===== src/rtl/ucsbece154b_fetch_prefetcher_if.sv =====
// ----------------------------------------------------------------------------
// ucsbece154b_fetch_prefetcher_if
//
// Bundles the two buses of the fetch prefetcher:
//   - instruction-memory read port: mem_req_o / mem_addr_o out, mem_gnt_i /
//     mem_rvalid_i / mem_rdata_i back.
//   - instruction FIFO port: fifo_push_o / fifo_data_o / fifo_flush_o out,
//     fifo_pop_i / fifo_valid_i back.
// Signal names keep the prefetcher's point of view (_o = driven by the
// prefetcher, _i = observed by it).
//
// Modports:
//   master - the prefetcher.
//   slave  - the environment (memory + FIFO side).
// ----------------------------------------------------------------------------
interface ucsbece154b_fetch_prefetcher_if #(
    parameter int ADDR_WIDTH = 32,
    parameter int DATA_WIDTH = 32
) ();

    logic                             mem_req_o;
    logic [ADDR_WIDTH-1:0]            mem_addr_o;
    logic                             mem_gnt_i;
    logic                             mem_rvalid_i;
    logic [DATA_WIDTH-1:0]            mem_rdata_i;

    logic                             fifo_push_o;
    logic [ADDR_WIDTH+DATA_WIDTH-1:0] fifo_data_o;
    logic                             fifo_pop_i;
    logic                             fifo_valid_i;
    logic                             fifo_flush_o;

    modport master (
        output mem_req_o, mem_addr_o,
        input  mem_gnt_i, mem_rvalid_i, mem_rdata_i,
        output fifo_push_o, fifo_data_o, fifo_flush_o,
        input  fifo_pop_i, fifo_valid_i
    );

    modport slave (
        input  mem_req_o, mem_addr_o,
        output mem_gnt_i, mem_rvalid_i, mem_rdata_i,
        input  fifo_push_o, fifo_data_o, fifo_flush_o,
        output fifo_pop_i, fifo_valid_i
    );

endinterface


===== src/rtl/ucsbece154b_fetch_prefetcher.sv =====
// ----------------------------------------------------------------------------
// ucsbece154b_fetch_prefetcher
//
// Sequential instruction prefetcher feeding the ucsbece154b_fifo buffer.
// Issues in-order word reads, tags each returned word with its PC and pushes
// it into the FIFO. A credit counter mirrors the free FIFO slots (minus slots
// already reserved by reads in flight) so a push never hits a full FIFO.
// A redirect restarts fetch at a new PC, flushes the FIFO and discards every
// response still owed by memory.
//
// Ports:
//   clk_i          clock, all state on posedge
//   rst_ni         asynchronous active-low reset
//   redirect_i     one-cycle pulse: restart fetch at redirect_pc_i
//   redirect_pc_i  redirect target (bits [1:0] ignored)
//   bus            memory read port + FIFO port (master modport)
// ----------------------------------------------------------------------------
module ucsbece154b_fetch_prefetcher #(
    parameter int                    ADDR_WIDTH      = 32,
    parameter int                    DATA_WIDTH      = 32,
    parameter int                    FIFO_DEPTH      = 4,
    parameter int                    MAX_OUTSTANDING = 2,
    parameter logic [ADDR_WIDTH-1:0] RESET_PC        = 32'h0001_0000
) (
    input  logic                  clk_i,
    input  logic                  rst_ni,
    input  logic                  redirect_i,
    input  logic [ADDR_WIDTH-1:0] redirect_pc_i,
    ucsbece154b_fetch_prefetcher_if.master bus
);

    // One spare bit on both counters so an underflow shows up as an
    // out-of-range value instead of silently wrapping into range.
    localparam int CW = $clog2(FIFO_DEPTH + 1) + 1;
    localparam int OW = $clog2(MAX_OUTSTANDING + 1) + 1;

    typedef enum logic [1:0] {
        FETCH    = 2'd0,
        STALL    = 2'd1,
        REDIRECT = 2'd2
    } state_t;

    state_t                          state_q, state_d;
    logic [ADDR_WIDTH-1:0]           req_pc_q, req_pc_d;
    logic [ADDR_WIDTH-1:0]           resp_pc_q, resp_pc_d;
    logic [CW-1:0]                   credits_q, credits_d;
    logic [OW-1:0]                   outstanding_q, outstanding_d;
    logic [OW-1:0]                   drop_cnt_q, drop_cnt_d;
    logic                            req_q, req_d;
    logic                            push_q, push_d;
    logic [ADDR_WIDTH+DATA_WIDTH-1:0] data_q, data_d;
    logic                            flush_q, flush_d;

    logic grant;
    logic pop_credit;
    logic can_issue;

    // mem_addr_o is the registered request PC itself: it only moves on a
    // grant or a redirect, so it is held stable while a request waits.
    assign bus.mem_req_o    = req_q;
    assign bus.mem_addr_o   = req_pc_q;
    assign bus.fifo_push_o  = push_q;
    assign bus.fifo_data_o  = data_q;
    assign bus.fifo_flush_o = flush_q;

    // ------------------------------------------------------------------
    // Next-state / output logic
    // ------------------------------------------------------------------
    always_comb begin
        // NOTE: every signal written here gets a default first, so no path
        // leaves one unassigned and no latch is inferred.
        state_d       = state_q;
        req_pc_d      = req_pc_q;
        resp_pc_d     = resp_pc_q;
        credits_d     = credits_q;
        drop_cnt_d    = drop_cnt_q;
        req_d         = 1'b0;
        push_d        = 1'b0;
        data_d        = data_q;
        flush_d       = 1'b0;
        can_issue     = 1'b0;

        grant         = req_q & bus.mem_gnt_i;
        // The FIFO is being flushed during REDIRECT, so pops seen there
        // free nothing: credits were already restored to full.
        pop_credit    = bus.fifo_pop_i & bus.fifo_valid_i & (state_q != REDIRECT);
        outstanding_d = outstanding_q + OW'(grant) - OW'(bus.mem_rvalid_i);

        if (redirect_i) begin
            // Every read still owed by memory (including one granted this
            // very cycle) becomes stale; a response arriving now is dropped
            // outright and already removed from outstanding_d.
            state_d    = REDIRECT;
            req_pc_d   = redirect_pc_i & ~ADDR_WIDTH'(3);
            resp_pc_d  = redirect_pc_i & ~ADDR_WIDTH'(3);
            credits_d  = CW'(FIFO_DEPTH);
            drop_cnt_d = outstanding_d;
            flush_d    = 1'b1;
        end else begin
            if (grant) begin
                req_pc_d = req_pc_q + ADDR_WIDTH'(4);
            end
            credits_d = credits_q - CW'(grant) + CW'(pop_credit);

            if (bus.mem_rvalid_i) begin
                if (drop_cnt_q != '0) begin
                    drop_cnt_d = drop_cnt_q - OW'(1);
                end else begin
                    push_d    = 1'b1;
                    data_d    = {resp_pc_q, bus.mem_rdata_i};
                    resp_pc_d = resp_pc_q + ADDR_WIDTH'(4);
                end
            end

            // Decided on next-cycle counter values so a back-to-back
            // request can never overrun credits or MAX_OUTSTANDING.
            can_issue = (credits_d != '0) && (outstanding_d < OW'(MAX_OUTSTANDING));
            req_d     = can_issue;

            case (state_q)
                REDIRECT: state_d = FETCH;
                default:  state_d = can_issue ? FETCH : STALL;
            endcase
        end
    end

    // ------------------------------------------------------------------
    // State register
    // ------------------------------------------------------------------
    // NOTE: sequential blocks use non-blocking assignments only, so every
    // register samples the values computed before this edge.
    always_ff @(posedge clk_i or negedge rst_ni) begin
        if (!rst_ni) begin
            state_q <= FETCH;
        end else begin
            state_q <= state_d;
        end
    end

    // ------------------------------------------------------------------
    // Datapath registers
    // ------------------------------------------------------------------
    always_ff @(posedge clk_i or negedge rst_ni) begin
        if (!rst_ni) begin
            req_pc_q      <= RESET_PC;
            resp_pc_q     <= RESET_PC;
            credits_q     <= CW'(FIFO_DEPTH);
            outstanding_q <= '0;
            drop_cnt_q    <= '0;
            req_q         <= 1'b0;
            push_q        <= 1'b0;
            data_q        <= '0;
            flush_q       <= 1'b0;
        end else begin
            req_pc_q      <= req_pc_d;
            resp_pc_q     <= resp_pc_d;
            credits_q     <= credits_d;
            outstanding_q <= outstanding_d;
            drop_cnt_q    <= drop_cnt_d;
            req_q         <= req_d;
            push_q        <= push_d;
            data_q        <= data_d;
            flush_q       <= flush_d;
        end
    end

    // ------------------------------------------------------------------
    // Invariants
    // ------------------------------------------------------------------
    credits_in_range: assert property (
        @(posedge clk_i) disable iff (!rst_ni) credits_q <= CW'(FIFO_DEPTH)
    );

    outstanding_in_range: assert property (
        @(posedge clk_i) disable iff (!rst_ni) outstanding_q <= OW'(MAX_OUTSTANDING)
    );

endmodule

===== src/flat_wrapper.sv =====
// flat-port wrapper written by rule: the top's interface ports become plain ports
module ucsbece154b_fetch_prefetcher_flat 
#(
    parameter int                    ADDR_WIDTH      = 32,
    parameter int                    DATA_WIDTH      = 32,
    parameter int                    FIFO_DEPTH      = 4,
    parameter int                    MAX_OUTSTANDING = 2,
    parameter logic [ADDR_WIDTH-1:0] RESET_PC        = 32'h0001_0000
)
  (clk_i, rst_ni, redirect_i, redirect_pc_i, bus_mem_req_o, bus_mem_addr_o, bus_mem_gnt_i, bus_mem_rvalid_i, bus_mem_rdata_i, bus_fifo_push_o, bus_fifo_data_o, bus_fifo_flush_o, bus_fifo_pop_i, bus_fifo_valid_i);
  ucsbece154b_fetch_prefetcher_if #(.ADDR_WIDTH(ADDR_WIDTH), .DATA_WIDTH(DATA_WIDTH)) bus_i ();
  input  logic clk_i;
  input  logic rst_ni;
  input  logic redirect_i;
  input  logic [ADDR_WIDTH-1:0] redirect_pc_i;
  output wire logic [$bits(bus_i.mem_req_o)-1:0] bus_mem_req_o;
  output wire logic [$bits(bus_i.mem_addr_o)-1:0] bus_mem_addr_o;
  input wire logic [$bits(bus_i.mem_gnt_i)-1:0] bus_mem_gnt_i;
  input wire logic [$bits(bus_i.mem_rvalid_i)-1:0] bus_mem_rvalid_i;
  input wire logic [$bits(bus_i.mem_rdata_i)-1:0] bus_mem_rdata_i;
  output wire logic [$bits(bus_i.fifo_push_o)-1:0] bus_fifo_push_o;
  output wire logic [$bits(bus_i.fifo_data_o)-1:0] bus_fifo_data_o;
  output wire logic [$bits(bus_i.fifo_flush_o)-1:0] bus_fifo_flush_o;
  input wire logic [$bits(bus_i.fifo_pop_i)-1:0] bus_fifo_pop_i;
  input wire logic [$bits(bus_i.fifo_valid_i)-1:0] bus_fifo_valid_i;
  assign bus_mem_req_o = bus_i.mem_req_o;
  assign bus_mem_addr_o = bus_i.mem_addr_o;
  assign bus_i.mem_gnt_i = bus_mem_gnt_i;
  assign bus_i.mem_rvalid_i = bus_mem_rvalid_i;
  assign bus_i.mem_rdata_i = bus_mem_rdata_i;
  assign bus_fifo_push_o = bus_i.fifo_push_o;
  assign bus_fifo_data_o = bus_i.fifo_data_o;
  assign bus_fifo_flush_o = bus_i.fifo_flush_o;
  assign bus_i.fifo_pop_i = bus_fifo_pop_i;
  assign bus_i.fifo_valid_i = bus_fifo_valid_i;
  ucsbece154b_fetch_prefetcher #(.ADDR_WIDTH(ADDR_WIDTH), .DATA_WIDTH(DATA_WIDTH), .FIFO_DEPTH(FIFO_DEPTH), .MAX_OUTSTANDING(MAX_OUTSTANDING), .RESET_PC(RESET_PC)) u_core (.clk_i(clk_i), .rst_ni(rst_ni), .redirect_i(redirect_i), .redirect_pc_i(redirect_pc_i), .bus(bus_i));
endmodule

===== config.mk =====
export PLATFORM = sky130hd
export DESIGN_NAME = ucsbece154b_fetch_prefetcher_flat
export DESIGN_NICKNAME = d
export VERILOG_FILES = /design/src/rtl/ucsbece154b_fetch_prefetcher_if.sv /design/src/rtl/ucsbece154b_fetch_prefetcher.sv /design/src/flat_wrapper.sv
export SDC_FILE = /design/constraint.sdc
export NUM_CORES = 1
export LEC_CHECK = 0
export BUFFER_PORTS_ARGS = -buffer_cell sky130_fd_sc_hd__buf_2
export CAP_MARGIN = 20
export CORE_MARGIN = 2
export CORE_UTILIZATION = 35
export DETAILED_ROUTE_END_ITERATION = 8
export HOLD_SLACK_MARGIN = 0.1
export PLACE_DENSITY_LB_ADDON = 0.25
export SLEW_MARGIN = 10
export SYNTH_ARGS = -nofsm -noshare
export SYNTH_HDL_FRONTEND = slang
export SYNTH_SLANG_ARGS = --single-unit

===== constraint.sdc =====
create_clock -name clk_i -period 5.85 [get_ports clk_i]
set_input_delay 0.585 -clock clk_i [delete_from_list [all_inputs] [get_ports clk_i]]
set_output_delay 0.585 -clock clk_i [all_outputs]
set_load 0.03 [all_outputs]

==> results.json, run 1 <==
{
  "postCtsSetupRepairBufs": 0,
  "initial_utilization_pct": 35.5,
  "p_leak_uw": 0.00359,
  "cts_sinks": 136,
  "rsz0062_at_grt": "false",
  "ys_warn_count": 0,
  "yosysSeqAreaShare_pct": 51.5,
  "ir_worst_vdd_v": 0.000212,
  "ys_types": 50,
  "numCtsBuffers": 17,
  "crit_chain": "and2_1 -> ha_1 -> inv_1 -> ha_1 -> inv_1 -> fa_1 -> xor2_1 -> and3b_1 -> a2111oi_0",
  "p_per_area_nw_per_um2": 482,
  "ctsHoldBuffers": 0,
  "core_sq_um": 18600,
  "cp-start-kind": "register",
  "drive_gt1_share_pct": 38.9,
  "nNetsFinal": 815,
  "worstSetupPathType": "reg2reg",
  "grt_max_degree": 72,
  "n_fill_cell": 1766,
  "clock_latency_ns": 0.42,
  "detail_route.wl_per_cell_um": 17.8,
  "slew_violations": 0,
  "post-route-min-period_ns": 2.62,
  "final.setup.tns_ns": 0,
  "die_y_um": 142,
  "hold_viol_final": 0,
  "dieArea_sq_um": 20000,
  "worstPathArrival_ns": 2.90,
  "async_flop_share_pct": 100,
  "ios": 170,
  "grt_pass1_wl_um": 28100,
  "drc": 0,
  "ctsHtreeMaxLevel": 4,
  "place.port_buffers": 163,
  "grt-ovfl-total": 0,
  "cts_root_buf": "clkbuf_16",
  "drt-vias-per-instance": 5.46,
  "hp-class": "in2async",
  "critPathBufInv": 2,
  "synth_edf_count": 0,
  "grt_util_all_layers_pct": 17.8,
  "netlist_instances": 576,
  "syn_area_per_cell_sq_um": 11.5,
  "grt_pass1_vias": 5311,
  "tightestPinTransition_ns": 1.01,
  "max_freq_ghz": 0.381,
  "status": "finished, final reports clean",
  "slew_headroom_pct": 31.9,
  "synth_area_leader_cell": "dfrtp_1",
  "wl_um": 17500,
  "first_pass_iters": 5,
  "critical-path-top-delay-family": "adder cells",
  "critPathRequiredTime_ns": 6.12,
  "cp_max_fo": 7,
  "crit_slowest_cell": "dfrtp_1",
  "hpwl_um": 12600,
  "diodes": 0,
  "period_share_pct": 44.8,
  "vias": 5342,
  "synth_flop_cell": "dfrtp_1",
  "hold_slack_ns": 0.156,
  "fp-row-count": 50,
  "setup_viol": 0,
  "slowest_delay_ns": 0.48,
  "maxCapViolCount": 0,
  "ant_nets": 0,
  "skew_ns": 0.00868,
  "initialDrtViolationCount": 360,
  "syn_area_sq_um": 6620,
  "cts_resized": 0,
  "clk_path_buf_depth": 2,
  "antenna_found_initial": 0,
  "floorplan.die.width_um": 142,
  "path_clk_slew_ns": 0.06,
  "cp-end-kind": "register",
  "yosys-top-cells-area": "dfrtp_1 50%, mux2_2 14%, xnor2_1 3.2%, o31ai_1 2.4%, a31oi_1 2.4%",
  "cts_tree": "done",
  "area_delta_synth_final_pct": 24.4,
  "synth_top_area_share_pct": 50.3,
  "synth_seq_cells": 136,
  "place_congestion": 0.822
}
through the flow:
stage               setup WS [ns]  instances  cell area [sq um]  power, uW  util [%]
floorplan                    3.32        579               6630       2430         -
finish                       3.23        979               8230       3970      44.2
global placement             3.12        947               7620       2840      40.9
global route                 3.01        979               8230       4190      44.2
detailed placement           3.07        947               7620       2880      40.9
CTS                          3.21        979               8230       4020      44.2
report_power, final:
part / internal (uW) / leakage, uW / switching (uW)
combinational: 519 / 0.00170 / 898
clock: 687 / 0.000294 / 428
sequential: 1240 / 0.00160 / 191
total: 2450 / 0.00359 / 1520
synthesized netlist by cell type (12+ instances only):
master	instances
dfrtp_1	133
mux2_2	80
nor2_1	32
a31oi_1	25
nand2_1	25
nand4_1	25
xnor2_1	24
o31ai_1	21
inv_1	19
or4_1	19
clkbuf_1	17
nand3_1	17
and4_1	12
nor4_1	12
layout by cell type, fill, tap and decap left out, types with 3 or more instances in the layout:
cell,Yosys,layout
buf_2,9,162
dfrtp_1,133,133
mux2_2,80,80
nor2_1,32,31
nand2_1,25,25
nand4_1,25,25
a31oi_1,25,25
xnor2_1,24,24
o31ai_1,21,21
or4_1,19,19
inv_1,19,18
nand3_1,17,17
clkbuf_16,0,17
nor4_1,12,12
and4_1,12,12
a21oi_1,11,11
ha_1,10,10
and3_1,9,9
nor3_1,8,8
a311oi_1,7,7
xor2_1,6,6
o21ai_0,5,5
clkinv_4,0,5
and2_1,4,4
conb_1,1,4
a21o_1,3,3
a211oi_1,3,3
bufinv_16,0,3
buf_4,4,3
dfstp_2,3,3
cells by family after synthesis:
| kind of cell | Yosys count | synth area share [%] |
|---|---|---|
| and+or+nand+nor | 184 | 16.4 |
| other | 1 | 0.0567 |
| buffers and inverters | 51 | 3.40 |
| AOI/OAI and AO/OA | 80 | 8.24 |
| muxes | 82 | 13.9 |
| adders and majority gates | 12 | 2.50 |
| xor gates and xnor gates | 30 | 3.97 |
| DFF | 136 | 51.5 |
metal layers:
metal / up-vias / GRT usage (%) / routed length, um
met1: 2659 / 23.9 / 7700
met5: - / 0 / 0
met3: 27 / 3.85 / 1060
met2: 178 / 28.4 / 8330
li1: 2478 / - / -
met4: 0 / 6.79 / 371
flip-flops by register name, summed over array words and instances, names as in the netlist:
| name | flops |
|---|---|
| u_core.bus.fifo_flush_o | 1 |
| u_core.credits_q | 4 |
| u_core.bus.fifo_push_o | 1 |
| u_core.resp_pc_q | 30 |
| u_core.bus.mem_addr_o | 30 |
| u_core.bus.mem_req_o | 1 |
| u_core.bus.fifo_data_o | 62 |
| u_core.drop_cnt_q | 3 |
| u_core.state_q | 1 |
| u_core.outstanding_q | 3 |
final timing paths:
| kind | slack [ns] | from | endpoint | cells after the start |
|---|---|---|---|---|
| max | 3.23 | u_core.bus.mem_req_o$_DFF_PN0_ | u_core.bus.mem_req_o$_DFF_PN0_ | 9 |
| min | 0.16 | rst_ni | u_core.bus.mem_addr_o[25]$_DFFE_PN0N_ | 1 |
| max reg2reg | 3.23 | u_core.bus.mem_req_o$_DFF_PN0_ | u_core.bus.mem_req_o$_DFF_PN0_ | 9 |
| min reg2reg | 0.50 | u_core.bus.fifo_data_o[63]$_DFFE_PN0P_ | u_core.bus.fifo_data_o[63]$_DFFE_PN0P_ | 1 |
| max in group asynchronous | 4.35 | rst_ni | u_core.bus.fifo_data_o[47]$_DFFE_PN0P_ | 2 |
| min in group clk_i | 0.39 | bus_mem_rdata_i[23] | u_core.bus.fifo_data_o[23]$_DFFE_PN0P_ | 2 |
cell type report:
type	instances	area, sq um	share of cell area, %
well taps	234	293	3.56
clock buffers	19	443	5.38
clock inverters	13	171	2.08
flip-flops and latches	136	3410	41.4
multi-input cells	392	3000	36.5
repair buffers	166	845	10.3
inverters	19	71.3	0.866
(Power assumes the default switching activity.)
==> run 2, diff against run 1 <==
==> constraint.sdc (replaced) <==
create_clock -name clk_i -period 2.3 [get_ports clk_i]
set_input_delay 0.23 -clock clk_i [delete_from_list [all_inputs] [get_ports clk_i]]
set_output_delay 0.23 -clock clk_i [all_outputs]
set_load 0.03 [all_outputs]
==> run 2 against run 1 <==
Compared with the run above:
- combinational power rose to 2.7 times the previous value
- core utilization up 3.7 points
- register-to-register slack worse by 3.1 ns
- die area unchanged
- critical path type unchanged
- largest cell class unchanged
==> results.json, run 2 (synthesis gave the netlist of run 1 again) <==
{
  "diodes": 0,
  "nNetsFinal": 883,
  "ctsHtreeMaxLevel": 4,
  "grt_max_degree": 67,
  "path_depth": 9,
  "p_leak_uw": 0.00390,
  "final_area_sq_um": 8920,
  "cp_max_fo": 4,
  "slowest_delay_ns": 0.41,
  "n_fill_cell": 1739,
  "initialDrtViolationCount": 315,
  "largest_reg_flops": 62,
  "ios": 170,
  "setup_viol": 0,
  "critPathBufInv": 2,
  "slew_headroom_pct": 57.7,
  "initial_utilization_pct": 35.5,
  "slew_violations": 0,
  "area_delta_synth_final_pct": 34.9,
  "critical-path-top-delay-family": "adder cells",
  "stdcell_count": 1047,
  "first_pass_iters": 4,
  "dp_cells": 969,
  "place.port_buffers": 163,
  "ir_worst_vdd_v": 0.000570,
  "layout_commonest_cell": "buf_2",
  "final_cell_mix": "162 x buf_2, 132 x dfrtp_1, 80 x mux2_2, 46 x dlygate4sd3_1, 31 x nor2_1",
  "clock_latency_ns": 0.42,
  "worstPathArrival_ns": 2.47,
  "max_freq_ghz": 0.456,
  "hp-class": "in2reg",
  "worstHoldPathCells": 3,
  "hold_viol_final": 0,
  "fp-row-count": 50,
  "cts_root_buf": "clkbuf_16",
  "period_share_pct": 95.3,
  "p_per_area_nw_per_um2": 1150,
  "final.setup.tns_ns": 0,
  "cts_tree": "done",
  "place_congestion": 0.838,
  "dpl_cell_area_sq_um": 7850,
  "min_from": "redirect_pc_i[24]",
  "dieArea_sq_um": 20000,
  "cts_sinks": 136,
  "drt-vias-per-instance": 5.31,
  "hpwl_um": 13100,
  "grt_pass1_vias": 5730,
  "hold_slack_ns": 0.119,
  "rr_startpoint": "u_core.bus.mem_req_o$_DFF_PN0_",
  "worstSetupPathType": "reg2reg",
  "cp-end-kind": "register",
  "grt-ovfl-total": 0,
  "r2r_end": "u_core.bus.mem_req_o$_DFF_PN0_",
  "wl_um": 17900,
  "critPathRequiredTime_ns": 2.58,
  "status": "finished, final reports clean",
  "crit_chain": "and2_4 -> ha_4 -> inv_2 -> ha_4 -> inv_2 -> fa_2 -> xor2_1 -> and3b_1 -> a2111oi_1",
  "core_sq_um": 18600,
  "detail_route.wl_per_cell_um": 17.1,
  "grt_pass1_wl_um": 29100,
  "r2r_cells": 9,
  "numCtsBuffers": 17,
  "die_y_um": 142,
  "path_clk_slew_ns": 0.06,
  "clk_path_buf_depth": 2,
  "post-route-min-period_ns": 2.19,
  "grt_util_all_layers_pct": 18.4,
  "floorplan.die.width_um": 142,
  "vias": 5556,
  "maxCapViolCount": 0,
  "ant_nets": 0,
  "drc": 0,
  "antenna_found_initial": 0,
  "cp-start-kind": "register",
  "hold_end": "u_core.resp_pc_q[24]$_DFFE_PN0P_",
  "rsz0062_at_grt": "false",
  "tightestPinTransition_ns": 0.628,
  "rrSetupSlack_ns": 0.11,
  "drive_gt1_share_pct": 39.4,
  "skew_ns": 0.0115,
  "crit_slowest_cell": "dfrtp_2"
}
## run 2: cell count changes in the layout (fill, tap and decap cells not counted), sizes merged
| cell | before | now |
|---|---|---|
| buf | 166 | 188 |
| clkbuf | 19 | 18 |
| clkinv | 6 | 4 |
| clkinvlp | 2 | 4 |
| dlygate4sd3 | 0 | 46 |
| inv | 21 | 22 |
## run 2: where the power goes
part / switching [uW] / total (uW) / internal (uW) / leakage [uW]
Sequential: 474 / 3640 / 3160 / 0.00160
Combinational: 2330 / 3770 / 1440 / 0.00201
Clock: 1080 / 2820 / 1740 / 0.000289
## run 2: area by class of cell
type / count / area [sq um] / area share [%]
repair buffers: 234 / 1510 / 16.9
flip-flops and latches: 136 / 3410 / 38.2
multi-input cells: 392 / 3040 / 34.0
clock inverters: 14 / 170 / 1.91
well taps: 234 / 293 / 3.28
inverters: 19 / 71.3 / 0.799
clock buffers: 18 / 439 / 4.92
## run 2: how the worst max path moves through the flow
stage	start	end
after global routing	u_core.bus.mem_req_o$_DFF_PN0_	u_core.bus.mem_req_o$_DFF_PN0_
final	u_core.bus.mem_req_o$_DFF_PN0_	u_core.bus.mem_req_o$_DFF_PN0_
after detailed placement	bus_mem_gnt_i	u_core.bus.mem_req_o$_DFF_PN0_
after floorplan	u_core.bus.mem_req_o$_DFF_PN0_	u_core.bus.mem_req_o$_DFF_PN0_
after global placement	u_core.bus.mem_req_o$_DFF_PN0_	u_core.bus.mem_req_o$_DFF_PN0_
after CTS	u_core.bus.mem_req_o$_DFF_PN0_	u_core.bus.mem_req_o$_DFF_PN0_
## run 2: routing by layer
layer | wire length (um) | part of all wire (%) | track usage (%)
met1 | 7810 | 44 | 23.8
met2 | 8720 | 49 | 30.3
met3 | 959 | 5.4 | 4.29
met4 | 386 | 2.2 | 6.84
met5 | 0 | 0 | 0
## run 2: per-stage QoR
stage,utilization (%),worst slack [ns],total power (uW)
after floorplan,-,-0.00322,6210
after global placement,42.1,0.0715,7310
after detailed placement,42.1,0.135,7420
after CTS,47.9,0.0439,10300
after global routing,47.9,0.0339,10800
final,47.9,0.108,10200
## run 2: worst min-delay path: stages
cell	delay, ns
buf_2	0.07
nor2_1	0.05
a31oi_1	0.14
## run 2: repair_timing
action,CTS,global route
endpoints found under the hold margin,93,0
buffers inserted,0,0
endpoints found under the setup margin,0,1
hold buffers,46,0
resized for setup,0,1
==> run 3, diff against run 2 <==
--- a/config.mk
+++ b/config.mk
@@ -10,8 +10,10 @@
 export CORE_MARGIN = 2
 export CORE_UTILIZATION = 35
 export DETAILED_ROUTE_END_ITERATION = 8
+export GPL_TIMING_DRIVEN = 0
 export HOLD_SLACK_MARGIN = 0.1
 export PLACE_DENSITY_LB_ADDON = 0.25
+export REMOVE_ABC_BUFFERS = 1
 export SLEW_MARGIN = 10
 export SYNTH_ARGS = -nofsm -noshare
 export SYNTH_HDL_FRONTEND = slang
==> run 3 against run 2 <==
Compared with the run above:
- combinational power up 2%
- sequential power about the same
- core utilization shrank 0.15 points
- sequential cell count is the same
- worst hold slack got worse by 0.0016 ns
- clock skew down 0.0022 ns
- clock-buffer cell count up 2
- non-clock buffer count decreased by 15
- largest cell class unchanged
==> results.json, run 3 (synthesis gave the netlist of run 1 again) <==
{
  "ant_nets": 0,
  "grt-ovfl-total": 0,
  "r2r_cells": 9,
  "cts_root_buf": "clkbuf_16",
  "tightestPinTransition_ns": 0.839,
  "ir_worst_vdd_v": 0.000496,
  "initialDrtViolationCount": 263,
  "grt_pass1_wl_um": 28800,
  "diodes": 0,
  "fp-row-count": 50,
  "topRoutingLayerUsed": "met4",
  "cts_tree": "done",
  "hp-class": "in2reg",
  "area_delta_synth_final_pct": 34.4,
  "pwr-share-seq_pct": 34.9,
  "detail_route.wl_per_cell_um": 17.4,
  "switchingPower_uw": 3900,
  "cellInternalPower_uw": 6510,
  "dieArea_sq_um": 20000,
  "rsz0062_at_grt": "true",
  "power_frac_clock_pct": 28.0,
  "drive_gt1_share_pct": 38.6,
  "fin_util_pct": 47.7,
  "setup_viol": 0,
  "ios": 170,
  "met2RoutedLength_um": 8810,
  "crit_slowest_cell": "dfrtp_2",
  "clk_path_buf_depth": 2,
  "clock_latency_ns": 0.42,
  "hpwl_um": 12400,
  "post-route-min-period_ns": 2.24,
  "core_sq_um": 18600,
  "crit_path_end": "u_core.bus.mem_req_o$_DFF_PN0_",
  "r2r_end": "u_core.bus.mem_req_o$_DFF_PN0_",
  "wl_met1_um": 7830,
  "initial_utilization_pct": 35.5,
  "rrSetupSlack_ns": 0.06,
  "nNetsFinal": 868,
  "final_cell_mix": "162 x buf_2, 132 x dfrtp_1, 80 x mux2_2, 47 x dlygate4sd3_1, 30 x nor2_1",
  "worstPathArrival_ns": 2.53,
  "p_per_area_nw_per_um2": 1170,
  "cp-start-kind": "register",
  "crit_chain": "and2_4 -> ha_1 -> inv_1 -> ha_2 -> inv_1 -> fa_2 -> xor2_2 -> and3b_1 -> a2111oi_2",
  "antenna_found_initial": 0,
  "grt_max_degree": 78,
  "place.port_buffers": 163,
  "place_congestion": 0.758,
  "cp_common_cell": "inv_1",
  "p_total_uw": 10400,
  "final_area_sq_um": 8900,
  "maxCapViolCount": 0,
  "critical-path-top-delay-family": "adder cells",
  "slew_headroom_pct": 44.0,
  "post-place-ws_ns": -0.207,
  "routed-wl-met3_um": 855,
  "critPathRequiredTime_ns": 2.59,
  "slowest_delay_ns": 0.40,
  "hold_viol_final": 0,
  "comb_power_share_pct": 37.0,
  "die_y_um": 142,
  "path_clk_slew_ns": 0.06,
  "largest_reg_flops": 62,
  "critPathBufInv": 2,
  "floorplan.die.width_um": 142,
  "p_leak_uw": 0.00385,
  "cp_max_fo": 4,
  "fin_ws_ns": 0.0589,
  "rr_startpoint": "u_core.bus.mem_req_o$_DFF_PN0_",
  "ctsHtreeMaxLevel": 4,
  "drc": 0,
  "first_pass_iters": 4,
  "worstSetupPathType": "reg2reg",
  "grt_util_all_layers_pct": 18.3,
  "period_share_pct": 97.4,
  "skew_ns": 0.00929,
  "status": "finished, final reports clean",
  "drt-vias-per-instance": 5.30,
  "layout_commonest_cell": "buf_2",
  "sw_frac_of_total_pct": 37.5,
  "startpoint": "u_core.bus.mem_req_o$_DFF_PN0_",
  "cp-end-kind": "register",
  "grt_pass1_vias": 5578,
  "wl_um": 18000,
  "slew_violations": 0,
  "path_depth": 9,
  "vias": 5462,
  "max_freq_ghz": 0.446,
  "dpl_cell_area_sq_um": 7670,
  "cts_sinks": 136,
  "numCtsBuffers": 17
}
[run 3: cell types whose count changed in the layout (fill, tap and decap cells not counted), sizes merged]
cell         change
clkinv           +2
clkinvlp         -3
clkbuf           +2
inv              -3
buf             -16
bufinv           +1
dlygate4sd3      +1
[run 3: worst register-to-register path, stage by stage, from the launching register on]
cell and delay, ns:
dfrtp_2 0.40, and2_4 0.18, ha_1 0.27, inv_1 0.06, ha_2 0.16, inv_1 0.05
fa_2 0.34, xor2_2 0.16, and3b_1 0.18, a2111oi_2 0.32
[run 3: metrics by stage]
stage	setup TNS [ns]	hold WS, ns	instances
floorplan	-108.49	-0.0656	547
global placement	-374.27	0.462	944
detailed placement	-2.41	0.298	947
CTS	0	0.102	1028
global route	-0.111	0.115	1031
finish	0	0.117	1031
[run 3: area by class of cell]
| class | instances | area, sq um |
|---|---|---|
| clock inverters | 11 | 173 |
| clock buffers | 20 | 457 |
| flip-flops and latches | 136 | 3410 |
| fillers | 1726 | 9750 |
| inverters | 19 | 73.8 |
| repair buffers | 219 | 1410 |
| well taps | 234 | 293 |
| multi-input cells | 392 | 3090 |
[run 3: worst min-delay path by stage]
stage                        startpoint                                     end  slack [ns]  depth (start not counted)
floorplan                        rst_ni   u_core.bus.fifo_data_o[0]$_DFFE_PN0P_       -0.07                          0
global placement    bus_mem_rdata_i[17]  u_core.bus.fifo_data_o[17]$_DFFE_PN0P_        0.46                          2
detailed placement               rst_ni  u_core.bus.fifo_data_o[58]$_DFFE_PN0P_        0.30                          1
CTS                   redirect_pc_i[17]        u_core.resp_pc_q[17]$_DFFE_PN0P_        0.10                          3
global route          redirect_pc_i[25]   u_core.bus.mem_addr_o[25]$_DFFE_PN0N_        0.11                          3
finish                redirect_pc_i[25]        u_core.resp_pc_q[25]$_DFFE_PN0P_        0.12                          3
[run 3: per-layer routing]
| layer | vias to the layer above | GRT usage, % |
|---|---|---|
| met2 | 146 | 30.4 |
| li1 | 2575 | - |
| met4 | 0 | 7.84 |
| met5 | - | 0 |
| met1 | 2713 | 22.9 |
| met3 | 28 | 4.25 |
[run 3: what timing repair did]
action	CTS	global route
gates resized for setup	10	10
hold buffers	47	0
endpoints found under the hold margin	123	0
setup endpoints to repair	46	8
buffers inserted	3	3
pin swaps	3	2
[run 3: power groups by stage]
stage	sequential [uW]	combinational (uW)	clock, uW
finish	3640	3860	2920
global placement	3630	3590	0
detailed placement	3680	3650	0
global route	3750	4120	3090
floorplan	4860	1320	0
CTS	3640	3810	2970
